<file path="src/rtl/vga_pkg.sv">
// Shared definitions for the VGA test-pattern subsystem: sequencer states,
// pattern-mode codes and 800x600@60 timing constants.
package vga_pkg;

    typedef enum logic [1:0] {
        ST_RUN     = 2'd0,
        ST_WAIT_VB = 2'd1,
        ST_BLANK   = 2'd2,
        ST_UNBLANK = 2'd3
    } vga_state_t;

    localparam logic [1:0] MODE_BARS     = 2'd0;
    localparam logic [1:0] MODE_GRID     = 2'd1;
    localparam logic [1:0] MODE_SOLID    = 2'd2;
    localparam logic [1:0] MODE_GRADIENT = 2'd3;

    localparam int H_TOTAL   = 1056;
    localparam int V_TOTAL   = 628;
    localparam int FRAME_CYC = H_TOTAL * V_TOTAL;

    // Blank counter preload: counts remaining frame_starts before the new mode is applied.
    function automatic logic [3:0] blank_preload(input int frames);
        return 4'(frames - 1);
    endfunction

endpackage

</file>
<file path="src/rtl/vga_frame_watchdog.sv">
// Frame watchdog: counts clocks since the last frame_start and saturates at
// TIMEOUT_CYC; expire stays high while saturated.
module vga_frame_watchdog #(
    parameter int TIMEOUT_CYC = 1000000
) (
    input  logic clk_40m,
    input  logic rst,
    input  logic clear,
    output logic expire
);

    localparam int                CNT_W = $clog2(TIMEOUT_CYC + 1);
    localparam logic [CNT_W-1:0]  LIMIT = CNT_W'(TIMEOUT_CYC);

    logic [CNT_W-1:0] cnt_q;
    logic [CNT_W-1:0] cnt_d;

    always_comb begin
        cnt_d = cnt_q;
        if (clear) begin
            cnt_d = '0;
        end else if (cnt_q != LIMIT) begin
            cnt_d = cnt_q + CNT_W'(1);
        end
    end

    always_ff @(posedge clk_40m or posedge rst) begin
        if (rst) begin
            cnt_q <= '0;
        end else begin
            cnt_q <= cnt_d;
        end
    end

    assign expire = (cnt_q == LIMIT);

endmodule

</file>
<file path="src/rtl/vga_mode_sequencer.sv">
// Mode sequencer: accepts pattern/colour requests and applies them behind a
// frame-aligned blanking window, with watchdog recovery if frames stop.
module vga_mode_sequencer
    import vga_pkg::*;
#(
    parameter int          BLANK_FRAMES = 2,
    parameter int          TIMEOUT_CYC  = 1000000,
    parameter logic [1:0]  DEF_MODE     = 2'd0,
    parameter logic [23:0] DEF_COLOR    = 24'h000000
) (
    input  logic        clk_40m,
    input  logic        rst,
    input  logic        frame_start,
    input  logic        cfg_valid,
    input  logic [1:0]  cfg_mode,
    input  logic [23:0] cfg_color,
    output logic        cfg_ready,
    output logic [1:0]  pat_sel,
    output logic [23:0] pat_color,
    output logic        video_en,
    output logic        busy,
    output logic [15:0] frame_cnt,
    output logic        timeout_err
);

    vga_state_t  state_q,       state_d;
    logic [1:0]  shadow_mode_q, shadow_mode_d;
    logic [23:0] shadow_color_q, shadow_color_d;
    logic [1:0]  pat_sel_q,     pat_sel_d;
    logic [23:0] pat_color_q,   pat_color_d;
    logic [3:0]  blank_cnt_q,   blank_cnt_d;
    logic [15:0] frame_cnt_q,   frame_cnt_d;
    logic        video_en_q,    video_en_d;
    logic        cfg_ready_q,   cfg_ready_d;
    logic        busy_q,        busy_d;
    logic        timeout_err_q, timeout_err_d;
    logic        accept;
    logic        wd_expire;

    vga_frame_watchdog #(
        .TIMEOUT_CYC (TIMEOUT_CYC)
    ) u_watchdog (
        .clk_40m (clk_40m),
        .rst     (rst),
        .clear   (frame_start),
        .expire  (wd_expire)
    );

    assign accept = cfg_valid & cfg_ready_q;

    always_comb begin
        state_d        = state_q;
        shadow_mode_d  = shadow_mode_q;
        shadow_color_d = shadow_color_q;
        pat_sel_d      = pat_sel_q;
        pat_color_d    = pat_color_q;
        blank_cnt_d    = blank_cnt_q;
        video_en_d     = video_en_q;
        timeout_err_d  = timeout_err_q;
        frame_cnt_d    = frame_cnt_q + 16'(frame_start);

        // A stalled timing generator must never leave the display dark.
        if (state_q != ST_RUN && wd_expire) begin
            pat_sel_d     = shadow_mode_q;
            pat_color_d   = shadow_color_q;
            video_en_d    = 1'b1;
            timeout_err_d = 1'b1;
            state_d       = ST_RUN;
        end else begin
            case (state_q)
                ST_RUN: begin
                    if (wd_expire) begin
                        timeout_err_d = 1'b1;
                    end
                    if (accept) begin
                        shadow_mode_d  = cfg_mode;
                        shadow_color_d = cfg_color;
                        state_d        = ST_WAIT_VB;
                    end
                end
                ST_WAIT_VB: begin
                    if (frame_start) begin
                        video_en_d  = 1'b0;
                        blank_cnt_d = blank_preload(BLANK_FRAMES);
                        state_d     = ST_BLANK;
                    end
                end
                ST_BLANK: begin
                    if (frame_start) begin
                        if (blank_cnt_q == 4'd0) begin
                            pat_sel_d   = shadow_mode_q;
                            pat_color_d = shadow_color_q;
                            state_d     = ST_UNBLANK;
                        end else begin
                            blank_cnt_d = blank_cnt_q - 4'd1;
                        end
                    end
                end
                ST_UNBLANK: begin
                    if (frame_start) begin
                        video_en_d = 1'b1;
                        state_d    = ST_RUN;
                    end
                end
                default: state_d = ST_RUN;
            endcase
        end

        cfg_ready_d = (state_d == ST_RUN);
        busy_d      = (state_d != ST_RUN);
    end

    always_ff @(posedge clk_40m or posedge rst) begin
        if (rst) begin
            state_q        <= ST_RUN;
            shadow_mode_q  <= DEF_MODE;
            shadow_color_q <= DEF_COLOR;
            pat_sel_q      <= DEF_MODE;
            pat_color_q    <= DEF_COLOR;
            blank_cnt_q    <= 4'd0;
            frame_cnt_q    <= 16'd0;
            video_en_q     <= 1'b1;
            cfg_ready_q    <= 1'b1;
            busy_q         <= 1'b0;
            timeout_err_q  <= 1'b0;
        end else begin
            state_q        <= state_d;
            shadow_mode_q  <= shadow_mode_d;
            shadow_color_q <= shadow_color_d;
            pat_sel_q      <= pat_sel_d;
            pat_color_q    <= pat_color_d;
            blank_cnt_q    <= blank_cnt_d;
            frame_cnt_q    <= frame_cnt_d;
            video_en_q     <= video_en_d;
            cfg_ready_q    <= cfg_ready_d;
            busy_q         <= busy_d;
            timeout_err_q  <= timeout_err_d;
        end
    end

    assign cfg_ready   = cfg_ready_q;
    assign busy        = busy_q;
    assign video_en    = video_en_q;
    assign pat_sel     = pat_sel_q;
    assign pat_color   = pat_color_q;
    assign frame_cnt   = frame_cnt_q;
    assign timeout_err = timeout_err_q;

endmodule

</file>
<file path="config.mk">
export PLATFORM = sky130hd
export DESIGN_NAME = vga_mode_sequencer
export DESIGN_NICKNAME = d
export VERILOG_FILES = /design/src/rtl/vga_pkg.sv /design/src/rtl/vga_frame_watchdog.sv /design/src/rtl/vga_mode_sequencer.sv
export SDC_FILE = /design/constraint.sdc
export NUM_CORES = 1
export LEC_CHECK = 0
export ABC_CLOCK_PERIOD_IN_PS = 5540
export CAP_MARGIN = 30
export CELL_PAD_IN_SITES_DETAIL_PLACEMENT = 2
export CELL_PAD_IN_SITES_GLOBAL_PLACEMENT = 2
export CORE_ASPECT_RATIO = 1.25
export CORE_MARGIN = 4
export CORE_UTILIZATION = 38
export DETAILED_ROUTE_END_ITERATION = 16
export PLACE_DENSITY = 0.95
export SLEW_MARGIN = 15
export SYNTH_ARGS = -nofsm -noshare
export SYNTH_HDL_FRONTEND = slang
export SYNTH_SLANG_ARGS = --single-unit
</file>
<file path="constraint.sdc">
create_clock -name clk_40m -period 5.54 [get_ports clk_40m]
set_input_delay 1.108 -clock clk_40m [delete_from_list [all_inputs] [get_ports clk_40m]]
set_output_delay 1.108 -clock clk_40m [all_outputs]
set_load 0.05 [all_outputs]
</file>
Yosys cells after proc, flatten, opt, wreduce, memory -nomap -nowiden. Index checks and enable logic that the tools add are counted.

Register bits after elaboration: 98. Output and inout bits: 46. Logic and storage cells: 74. Bits of input ports: 30.

Reductions and logical operators: 19. Bitwise gates (word level): 2. Add/sub/neg operators: 3. Mux-type cells: 28. Equal/unequal tests: 10.

Operator list (number): $mux W24 (4); $mux W20 (2); $add A20 B1 Y20 const B (1); $eq A20 B20 Y1 const B (1); $mux W2 (10); $ne A20 B20 Y1 const B (1); $reduce_bool A2 Y1 (9); $add A16 B1 Y16 (1); $mux W4 (3); $reduce_and A3 Y1 (3); $pmux W2 S4 (1); $pmux W4 S2 (1); $mux W1 (6); $ne A2 B2 Y1 const B (3); $ne A3 B3 Y1 const B (2); $reduce_and A5 Y1 (1); $eq A2 B2 Y1 const B (2); $logic_not A2 Y1 (2); $logic_not A4 Y1 (1); $sub A4 B1 Y4 const B (1); $reduce_bool A3 Y1 (1); $eq A2 B1 Y1 const B (1); $pmux W1 S2 (1); $reduce_and A2 Y1 (1); 3 further kinds (3).

Longest topological paths before layout. Gate-level depths: netlist of run 1.

Depth in word-level cells: 6. Gate-level depth with buffers: 8. Depth with buffers taken out: 7.

Hierarchy. Synthesis of run 1 repeated with hierarchy kept, for this count alone.

Cell total of the unflattened synthesis: 342. Area total of the unflattened synthesis: 4380.5 um^2.

By module, submodules not included: vga_mode_sequencer (seq. area each 1954.4 um^2, times used 1, cells an instance 227, area an instance 3281.9 um^2); vga_frame_watchdog (seq. area each 500.5 um^2, times used 1, cells an instance 115, area an instance 1098.6 um^2).

Worst setup path before layout of run 1. OpenSTA, ideal clock, no wires.

Path kind: input to register. From: input port frame_start. To: register blank_cnt_q[1]. Setup time: 0.121 ns. Cell stages on the path: 5. Path slack: 3.158 ns. Path buffers: 1. Data arrival time: 2.261 ns. Required time: 5.419 ns. Path through: clkbuf_1 -> nand2_1 -> o31ai_1 -> o31ai_1 -> a22o_1.

Longest elaborated chain between the ends: 2. Elaborated cells on any way between the ends: 3. Those cells by class: eq/ne (2); reduce/logical (1).

Ends and longest elaborated chain: from (decl) (RTL line vga_mode_sequencer.sv:13) `input logic frame_start,`; $ne A2 B2 Y1 (no source line); $reduce_and A5 Y1 (no source line) (*); to (signal assigned) (RTL line vga_mode_sequencer.sv:132) `blank_cnt_q <= blank_cnt_d;`; to (decl) (RTL line vga_mode_sequencer.sv:31) `logic [3:0] blank_cnt_q, blank_cnt_d;`.

Every way passes the cells marked *; elsewhere a longest branch is shown, timed or not. A chain may end at the register's enable or synchronous reset.

Worst setup path in the final report of run 1.
From: input port frame_start. To: register frame_cnt_q[15], in the netlist frame_cnt[15].

Longest elaborated chain between the ends: 1.

Ends and longest elaborated chain: $add A16 B1 Y16 (RTL line vga_mode_sequencer.sv:60) `frame_cnt_d = frame_cnt_q + 16'(frame_start);`; net frame_cnt_d[15] (RTL line vga_mode_sequencer.sv:32) `logic [15:0] frame_cnt_q, frame_cnt_d;`; to (signal assigned) (RTL line vga_mode_sequencer.sv:133) `frame_cnt_q <= frame_cnt_d;`; to (decl) (RTL line vga_mode_sequencer.sv:32).

The timed path passes the listed nets, and every way through them passes these cells.

==> results of run 1 <==
==> state kept, by name, summed over array words and instances (netlist names) <==
signal,cells
blank_cnt_q,4
busy,1
cfg_ready,1
frame_cnt,16
pat_color,24
pat_sel,2
shadow_color_q,24
shadow_mode_q,2
state_q,2
timeout_err,1
u_watchdog.cnt_q,20
video_en,1
==> where the power goes <==
group	switching, mW	leakage, nW	internal [mW]
sequential	0.202	1.26	0.936
combinational	0.618	1.08	0.432
clock	0.293	0.135	0.310
total	1.11	2.47	1.68
==> Yosys cell counts, types with 3 or more instances <==
master / instances
nand4_1: 4
and3_1: 4
ha_1: 6
mux2_4: 20
buf_2: 3
inv_1: 11
xnor2_1: 14
nand3_1: 16
mux2i_1: 3
nand2_1: 16
and4_1: 3
or3_1: 4
o21ai_0: 6
nor2_1: 26
nor3_1: 5
dfrtp_1: 96
a21oi_1: 6
mux2_2: 32
xor2_1: 15
buf_4: 3
o31ai_1: 3
clkbuf_1: 4
==> layout make-up <==
class                      count  share of cell area, %
timing repair buffer          79                   14.7
multi-input combinational    212                   32.1
clock buffer                   9                   4.07
clock inverter                 6                  0.905
inverter                      11                  0.769
sequential                    98                   44.4
tap                          135                   3.05
==> per-layer routing <==
| metal | track usage (%) | vias up |
|---|---|---|
| li1 | - | 1315 |
| met1 | 24.9 | 1554 |
| met2 | 40.5 | 69 |
| met3 | 3.54 | 26 |
| met4 | 8.61 | 0 |
| met5 | 0 | - |
==> cell families after synthesis <==
group	count (synthesis)
mux	55
buf+inv	23
fa+ha+maj	6
xor+xnor	29
flops	98
compound gates	25
simple gates	97
==> path summary, 6_finish.rpt <==
check / startpoint / to / slack, ps / cells after the start
min: frame_cnt[15]$_DFF_PP0_ / frame_cnt[15]$_DFF_PP0_ / 500 / 1
max in group asynchronous: rst / state_q[1]$_DFF_PP0_ / 3270 / 4
min in group asynchronous: rst / shadow_color_q[8]$_DFFE_PP0P_ / 1040 / 2
min reg2reg: frame_cnt[15]$_DFF_PP0_ / frame_cnt[15]$_DFF_PP0_ / 500 / 1
max reg2reg: u_watchdog.cnt_q[0]$_DFFE_PP0P_ / pat_color[19]$_DFFE_PP0P_ / 3220 / 8
max: frame_start / frame_cnt[15]$_DFF_PP0_ / 2600 / 8
==> critical path: stages <==
cell and delay, ps:
clkdlybuf4s50_1 480, buf_4 310, ha_1 240, and3_1 240, nand3_1 170, nor2_1 310
nand3_1 170, xnor2_1 150
==> through the flow <==
| stage | hold slack (ps) | std cells | utilization [%] | instance area [um^2] | setup WS [ps] |
|---|---|---|---|---|---|
| final | 498 | 550 | 49.7 | 5530 | 2600 |
| after global routing | 519 | 550 | 49.7 | 5530 | 2450 |
| after CTS | 495 | 549 | 49.5 | 5510 | 2580 |
| after detailed placement | 472 | 534 | 47.0 | 5240 | 2200 |
| after global placement | 459 | 533 | 46.8 | 5210 | 2160 |
| after floorplan | 477 | 333 | - | 4350 | 1870 |
==> results.md, run 1 <==
- Layout area overhead: 27.2%
- Iteration-0 DRC Markers: 97
- Via count: slightly below 3000
- Share of the synthesized area in the top cell type: 55.3%
- FP Rows: 43
- EDFF count, synth: 0
- Largest net degree at the start of global routing: 53
- Relative slew margins: between 40% and 50%
- Die footprint: 13200 um^2
- Worst-Margin Slew: roughly 810 ps
- Initial antenna violation count: 0
- Post-CTS setup-driven buffer insertion count: 0
- Max Buffers Root-to-Sink: 2
- Compound-Gate Fraction of Synth Area: about 4.0%
- Most frequent cells in the layout: dfrtp_1, clkdlybuf4s50_1, mux2_2
- Synthesized area: 4350 um^2
- DRC errors left: 0
- Ys async rst share: 100%
- Top layer used by detailed routing: met4
- N_diodes: 0
- Power Total: 2.79 mW
- Status: completed
- #FFs+latches synth: about 100
- Commonest non-fill, non-tap cell in the layout: dfrtp_1
- Register Area: about 2500 um^2
- Final ANT Viol Nets: 0
- Synth Area in XOR/XNOR: between 5 and 6%
- Final Routed Wirelength: 13900 um
- Clk slew on worst S/H paths: 70 ps
- Syn nets: 369
- Lkg Pwr: 2.47 nW
- Initial Utilization: 39.0%
- GRT Util Overall: between 20% and 30%
- Nets: 447
- Largest cells by area after synthesis: dfrtp_1, mux2_2, mux2_4
- CTS tree: yes
- Cts hold-fix bufs: 0
- DP HPWL: 9410 um
- # resized after CTS: 0
- Die Ht: 128 um
- Crit-path max FO: 26
- Root Driver: clkbuf_16
- Multi-input logic area: between 1500 and 2000 um^2
- Num CTS Buffers: 9
- M1 WL: 5440 um
- Register area share after synthesis: 56.5%
- Wire length per cell: 25.2 um
- Hold WC Path Type: register to register
- Routed wl met2: between 7000 and 8000 um
- Die Wd: slightly above 100 um
- RSZ-0062 raised after global routing: no
- Core footprint: around 11000 um^2
- Syn avg cell area: 13.1 um^2
- Fmax: 0.340 GHz
- Final Cycle Share: 53.1%
- Adder-cell share of the synthesized area: 1.73%
- Setup crit end kind: register
- Vias/cell: 5.39
- Element type at the critical path start: primary input
- Setup TNS: 0 ps
- Slew Limit Fails: 0
- CP Class: primary input to register
- Worst Clk Skew: between 9 and 10 ps
- Vias in the first global route: 3463
- Synth Flop Type: dfrtp_1
- Worst EP arrival: ~3200 ps
- Clk Latency, worst-skew pair: 350 ps
- Layout cells sized above 1: 20.7%
- I/O Pins: 76
- Met3 WL post-DR: 347 um
- Power Density: 505 nW/um^2
- H-tree levels: 3
- Synth warnings: 0
- Max Cap Violations: 0
- Distinct cells, synth: a little under 50
- Hold violation count in the final report: 0
- Main combinational cell family by area after synthesis: multiplexers
- Mux contribution to synthesized area: approximately 16%
- 1st-pass router iterations: 4
- Clock Sinks: between 90 and 100
- Synth Area in Simple Gates: roughly 13%
- FILL cells: 1037
- Tmin final: around 2900 ps
- Mapped Cells: 333
- GRT overflow: 0
- Maximum vdd drop: 0.167 mV
- First-pass GRT wire length: 21700 um
- PortBufs: between 70 and 80
- Worst EP required: 5780 ps
- Setup-failing EPs final: 0
- Area leader, netlist: dfrtp_1
- GP Congestion: 0.766
No activity file was read; power rests on OpenSTA's default activity.
==> run 2, diff against run 1 <==
- ABC_CLOCK_PERIOD_IN_PS: 5540 -> 2700
- CORE_UTILIZATION: 38 -> 32
- PLACE_DENSITY: 0.95 -> 0.86
- clock period: 5.54 -> 2.7 ns (I/O delays scaled with it)
==> results.md, run 2 (synthesis gave the netlist of run 1 again) <==
- Cts hold-fix bufs: 0 (unchanged)
- Setup TNS: 0 ps (unchanged)
- Lkg Pwr: 2.50 nW (+1.1%)
- Worst-Margin Slew: 900 ps (+89.1 ps)
- Maximum vdd drop: 0.444 mV (+170%)
- Crit path capture: blank_cnt_q[0]$_DFFE_PP0P_
- Post-CTS setup-driven buffer insertion count: 0 (unchanged)
- Worst Clk Skew: 9.36 ps (+0.0998 ps)
- Hold WC Path Type: register to register
- Die footprint: 15500 um^2 (+17%)
- Setup crit end kind: register
- Tmin final: 2570 ps
- Worst EP required: 2940 ps (-2840 ps)
- Setup-failing EPs final: 0 (unchanged)
- CP Class: register to register
- CTS tree: yes
- Hold violation count in the final report: 0 (unchanged)
- Vias in the first global route: 3484 (+0.61%)
- First-pass GRT wire length: 21200 um (-2.5%)
- RSZ-0062 raised after global routing: no
- Nets: 449 (+0.45%)
- Utilization after layout: 42.4% (-7.2 points)
- Crit-path max FO: 5 (-81%)
- PortBufs: 75 (unchanged)
- Largest net degree at the start of global routing: 46 (-13%)
- Final Routed Wirelength: 13100 um (-5.5%)
- # resized after CTS: 0 (unchanged)
- H-tree levels: 3 (unchanged)
- Wire length per cell: 22.3 um (-12%)
- Core footprint: 13300 um^2 (+19%)
- DRC errors left: 0 (unchanged)
- 1st-pass router iterations: 4 (unchanged)
- DP HPWL: 8850 um (-6.0%)
- GRT overflow: 0 (unchanged)
- Most frequent cells in the layout: dfrtp_1, clkdlybuf4s50_1, mux2_2
- Power Density: 1050 nW/um^2 (+110%)
- Status: completed
- Max Cap Violations: 0 (unchanged)
- Via count: 2977 (+0.44%)
- Layout cells sized above 1: 20.9% (+0.14 points)
- Root Driver: clkbuf_16
- Initial antenna violation count: 0 (unchanged)
- N_diodes: 0 (unchanged)
- FP Rows: 47 (+9.3%)
- FILL cells: 1328 (+28%)
- Clk Latency, worst-skew pair: 350 ps (about the same)
- Crit path launch: blank_cnt_q[0]$_DFFE_PP0P_
- Max Buffers Root-to-Sink: 2 (unchanged)
- Relative slew margins: 39.5% (-6.3 points)
- GRT Util Overall: 17.5% (-4.2 points)
- Reg2Reg Capture Point: blank_cnt_q[0]$_DFFE_PP0P_
- Clk slew on worst S/H paths: 70 ps (about the same)
- Iteration-0 DRC Markers: 172 (+77%)
- Die Wd: 112 um (+8.3%)
- R2R depth: 6 (-2)
- Slew Limit Fails: 0 (unchanged)
- Worst EP arrival: 2800 ps (-380 ps)
- Clock Sinks: 98 (unchanged)
- Element type at the critical path start: register
- Die Ht: 138 um (+8.4%)
- Flop2flop setup slack: 130 ps (-3090 ps)
- GP Congestion: 0.763 (-0.47%)
- Num CTS Buffers: 9 (unchanged)
- Commonest non-fill, non-tap cell in the layout: dfrtp_1
- Final ANT Viol Nets: 0 (unchanged)
- Final Cycle Share: 95.1%
- Fmax: 0.390 GHz
- I/O Pins: 76 (unchanged)
- Layout area overhead: 29.7%
- Initial Utilization: 32.7% (-6.3 points)
- Vias/cell: 5.06 (-6.1%)
- Worst r2r src: blank_cnt_q[0]$_DFFE_PP0P_
[run 2: routing by layer]
layer  global-route usage (%)  wire length [um]
met1                     19.4              5120
met2                     32.0              7160
met3                     2.75               343
met4                     8.61               486
met5                        0                 0
[run 2: worst max-delay path, cell delays in order, from the launching register on]
cell and delay [ps]:
dfrtp_1 440, inv_1 130, ha_1 220, nor3b_1 180, o31ai_1 780, o31ai_1 380
a22oi_1 340
[run 2: power breakdown]
part / internal (mW) / switching (mW) / leakage, nW / total, mW
clock: 0.808 / 0.573 / 0.153 / 1.38
sequential: 1.92 / 0.412 / 1.26 / 2.33
combinational: 0.904 / 1.28 / 1.09 / 2.19
total: 3.63 / 2.27 / 2.50 / 5.90
[run 2: area by class of cell]
type / count / area (um^2) / area share (%)
clock buffers: 10 / 229 / 4.06
clock inverters: 5 / 78.8 / 1.40
inverters: 11 / 45.0 / 0.799
multi-input cells: 212 / 1780 / 31.5
flip-flops and latches: 98 / 2450 / 43.5
well taps: 171 / 214 / 3.79
repair buffers: 81 / 841 / 14.9
[run 2: metrics by stage]
stage / area [um^2] / cells / setup WS (ps) / hold WS (ps) / power [mW]
after floorplan: 4350 / 333 / 881 / 477 / 3.67
after global placement: 5300 / 572 / 123 / 466 / 4.27
after detailed placement: 5330 / 573 / 29.8 / 464 / 4.49
after CTS: 5640 / 588 / 220 / 481 / 5.96
after global routing: 5640 / 588 / 117 / 490 / 6.17
final: 5640 / 588 / 133 / 477 / 5.90
[run 2: worst min-delay path by stage]
stage	start	to	slack [ps]	cells after the start
2_1_floorplan	shadow_color_q[18]$_DFFE_PP0P_	shadow_color_q[18]$_DFFE_PP0P_	480	1
3_3_place_gp	timeout_err$_DFFE_PP0P_	timeout_err$_DFFE_PP0P_	470	1
6_report	timeout_err$_DFFE_PP0P_	timeout_err$_DFFE_PP0P_	480	1
3_5_place_dp	timeout_err$_DFFE_PP0P_	timeout_err$_DFFE_PP0P_	460	1
5_1_grt	timeout_err$_DFFE_PP0P_	timeout_err$_DFFE_PP0P_	490	1
4_1_cts	timeout_err$_DFFE_PP0P_	timeout_err$_DFFE_PP0P_	480	1
==> run 3, diff against run 2 <==
- CORE_ASPECT_RATIO: 1.25 -> unset
- GPL_TIMING_DRIVEN: unset -> 0
- SLEW_MARGIN: 15 -> 20
==> results.md, run 3 (synthesis gave the netlist of run 1 again) <==
- Top Family by Delay on Critical Path: buffers and inverters
- Final Cycle Share: 86.1% (-9.0 points)
- Worst-Margin Slew: 683 ps (-217 ps)
- PortBufs: 75 (unchanged)
- Setup-failing EPs final: 0 (unchanged)
- Wire length per cell: 19.2 um (-14%)
- Clock Sinks: 98 (unchanged)
- Worst Clk Skew: 5.76 ps (-3.60 ps)
- Dpl cells: 587 (+2.4%)
- Hold violation count in the final report: 0 (unchanged)
- Num CTS Buffers: 9 (unchanged)
- Worst EP arrival: 2560 ps (-240 ps)
- Flop2flop setup slack: 560 ps (+430 ps)
- Max Buffers Root-to-Sink: 2 (unchanged)
- DP HPWL: 8320 um (-6.0%)
- H-tree levels: 3 (unchanged)
- Max Cap Violations: 0 (unchanged)
- DRC errors left: 0 (unchanged)
- RSZ-0062 raised after global routing: no
- Die Wd: 125 um (+11%)
- Via count: 2924 (-1.8%)
- Die footprint: 15500 um^2 (about the same)
- Clk Latency, worst-skew pair: 350 ps (about the same)
- Die Ht: 125 um (-9.9%)
- Worst EP required: 2930 ps (about the same)
- Lkg Pwr: 2.55 nW (+1.8%)
- Slew Limit Fails: 0 (unchanged)
- Final worst setup slack: 377 ps (+243 ps)
- Initial antenna violation count: 0 (unchanged)
- Worst slack at placement: -106 ps (-136 ps)
- Vias/cell: 4.86 (-4.1%)
- Element type at the critical path start: primary input
- Fmax: 0.430 GHz (+10%)
- GRT overflow: 0 (unchanged)
- FP Rows: 42 (-11%)
- N_diodes: 0 (unchanged)
- Nets: 458 (+2.0%)
- Post-CTS setup-driven buffer insertion count: 0 (unchanged)
- Most frequent cells in the layout: dfrtp_1, clkdlybuf4s50_1, mux2_2
- Iteration-0 DRC Markers: 139 (-19%)
- Tmin final: 2320 ps (-243 ps)
- Slowest Stage Delay on Critical Path: 510 ps (-270 ps)
- Maximum vdd drop: 0.349 mV (-21%)
- WP buf/inv: 3 (+2)
- Root Driver: clkbuf_16
- First-pass GRT wire length: 18900 um (-11%)
- I/O Pins: 76 (unchanged)
- Cts hold-fix bufs: 0 (unchanged)
- Hold WC Path Type: register to register
- Slowest cell on crit path: clkdlybuf4s50_1
- Power Density: 1030 nW/um^2 (-1.9%)
- Largest net degree at the start of global routing: 32 (-30%)
- GRT Util Overall: 15.4% (-2.1 points)
- CTS tree: yes
- Commonest non-fill, non-tap cell in the layout: dfrtp_1
- Power Total: 5.88 mW (-0.40%)
- GP Congestion: 0.714 (-6.4%)
- Crit-path max FO: 10 (+5)
- Core footprint: 13300 um^2 (about the same)
- Clk slew on worst S/H paths: 70 ps (about the same)
- Relative slew margins: 54.0% (+15 points)
- Final cell count without fillers: 602 (+2.4%)
- Vias in the first global route: 3372 (-3.2%)
- Layout area overhead: 31.7%
- Final ANT Viol Nets: 0 (unchanged)
- # resized after CTS: 0 (unchanged)
- Setup TNS: 0 ps (unchanged)
- CP Class: primary input to register
- Final Routed Wirelength: 11500 um (-12%)
- Setup crit end kind: register
- Crit-path cells: clkdlybuf4s50_1, clkbuf_1, nand2_1, nor3b_2, a21oi_4, buf_6, mux2_4
- Initial Utilization: 32.7% (about the same)
- Layout cells sized above 1: 22.1% (+1.2 points)
- Status: completed
- 1st-pass router iterations: 4 (unchanged)
run 3: cell types whose count changed in the layout (fill, tap and decap cells not counted):
cell       change
buf_16         -1
bufinv_16      +1
buf_6          +2
buf_2          +3
clkinv_2       -1
clkbuf_1       +3
o31ai_1        -1
o31ai_2        +1
inv_6          +1
buf_12         +1
run 3: worst paths after layout:
check	from	endpoint	cells after the start
hold reg to reg	timeout_err$_DFFE_PP0P_	timeout_err$_DFFE_PP0P_	1
setup reg to reg	blank_cnt_q[0]$_DFFE_PP0P_	pat_color[2]$_DFFE_PP0P_	7
setup / recovery	frame_start	pat_color[2]$_DFFE_PP0P_	7
hold / removal	timeout_err$_DFFE_PP0P_	timeout_err$_DFFE_PP0P_	1
min in group asynchronous	rst	frame_cnt[15]$_DFF_PP0_	2
max in group asynchronous	rst	pat_color[3]$_DFFE_PP0P_	4
run 3: cell type report:
| cell class | count | area, um^2 |
|---|---|---|
| clock buffers | 9 | 225 |
| repair buffers | 78 | 811 |
| fillers | 1288 | 7570 |
| clock inverters | 6 | 113 |
| plain buffers | 12 | 75.1 |
| multi-input cells | 212 | 1780 |
| flip-flops and latches | 98 | 2450 |
| well taps | 176 | 220 |
| inverters | 11 | 45.0 |
run 3: metrics by stage:
stage | instance area (um^2) | hold WS [ps] | util, %
after floorplan | 4350 | 477 | -
after global placement | 5320 | 453 | 40.0
after detailed placement | 5380 | 462 | 40.5
after CTS | 5720 | 476 | 43.0
after global routing | 5720 | 484 | 43.1
final | 5720 | 472 | 43.1
run 3: report_power, final:
part / total [mW] / internal [mW] / switching [mW]
clock: 1.47 / 0.905 / 0.566
sequential: 2.24 / 1.92 / 0.316
combinational: 2.17 / 0.909 / 1.26
total: 5.88 / 3.74 / 2.14
run 3: routing by layer:
layer	share of wire [%]	up-vias	track usage (%)	wire length [um]
li1	-	1328	-	-
met1	40	1523	17.9	4650
met2	55	60	28.1	6300
met3	3.4	13	2.74	397
met4	1.7	0	5.74	195
met5	0	-	0	0
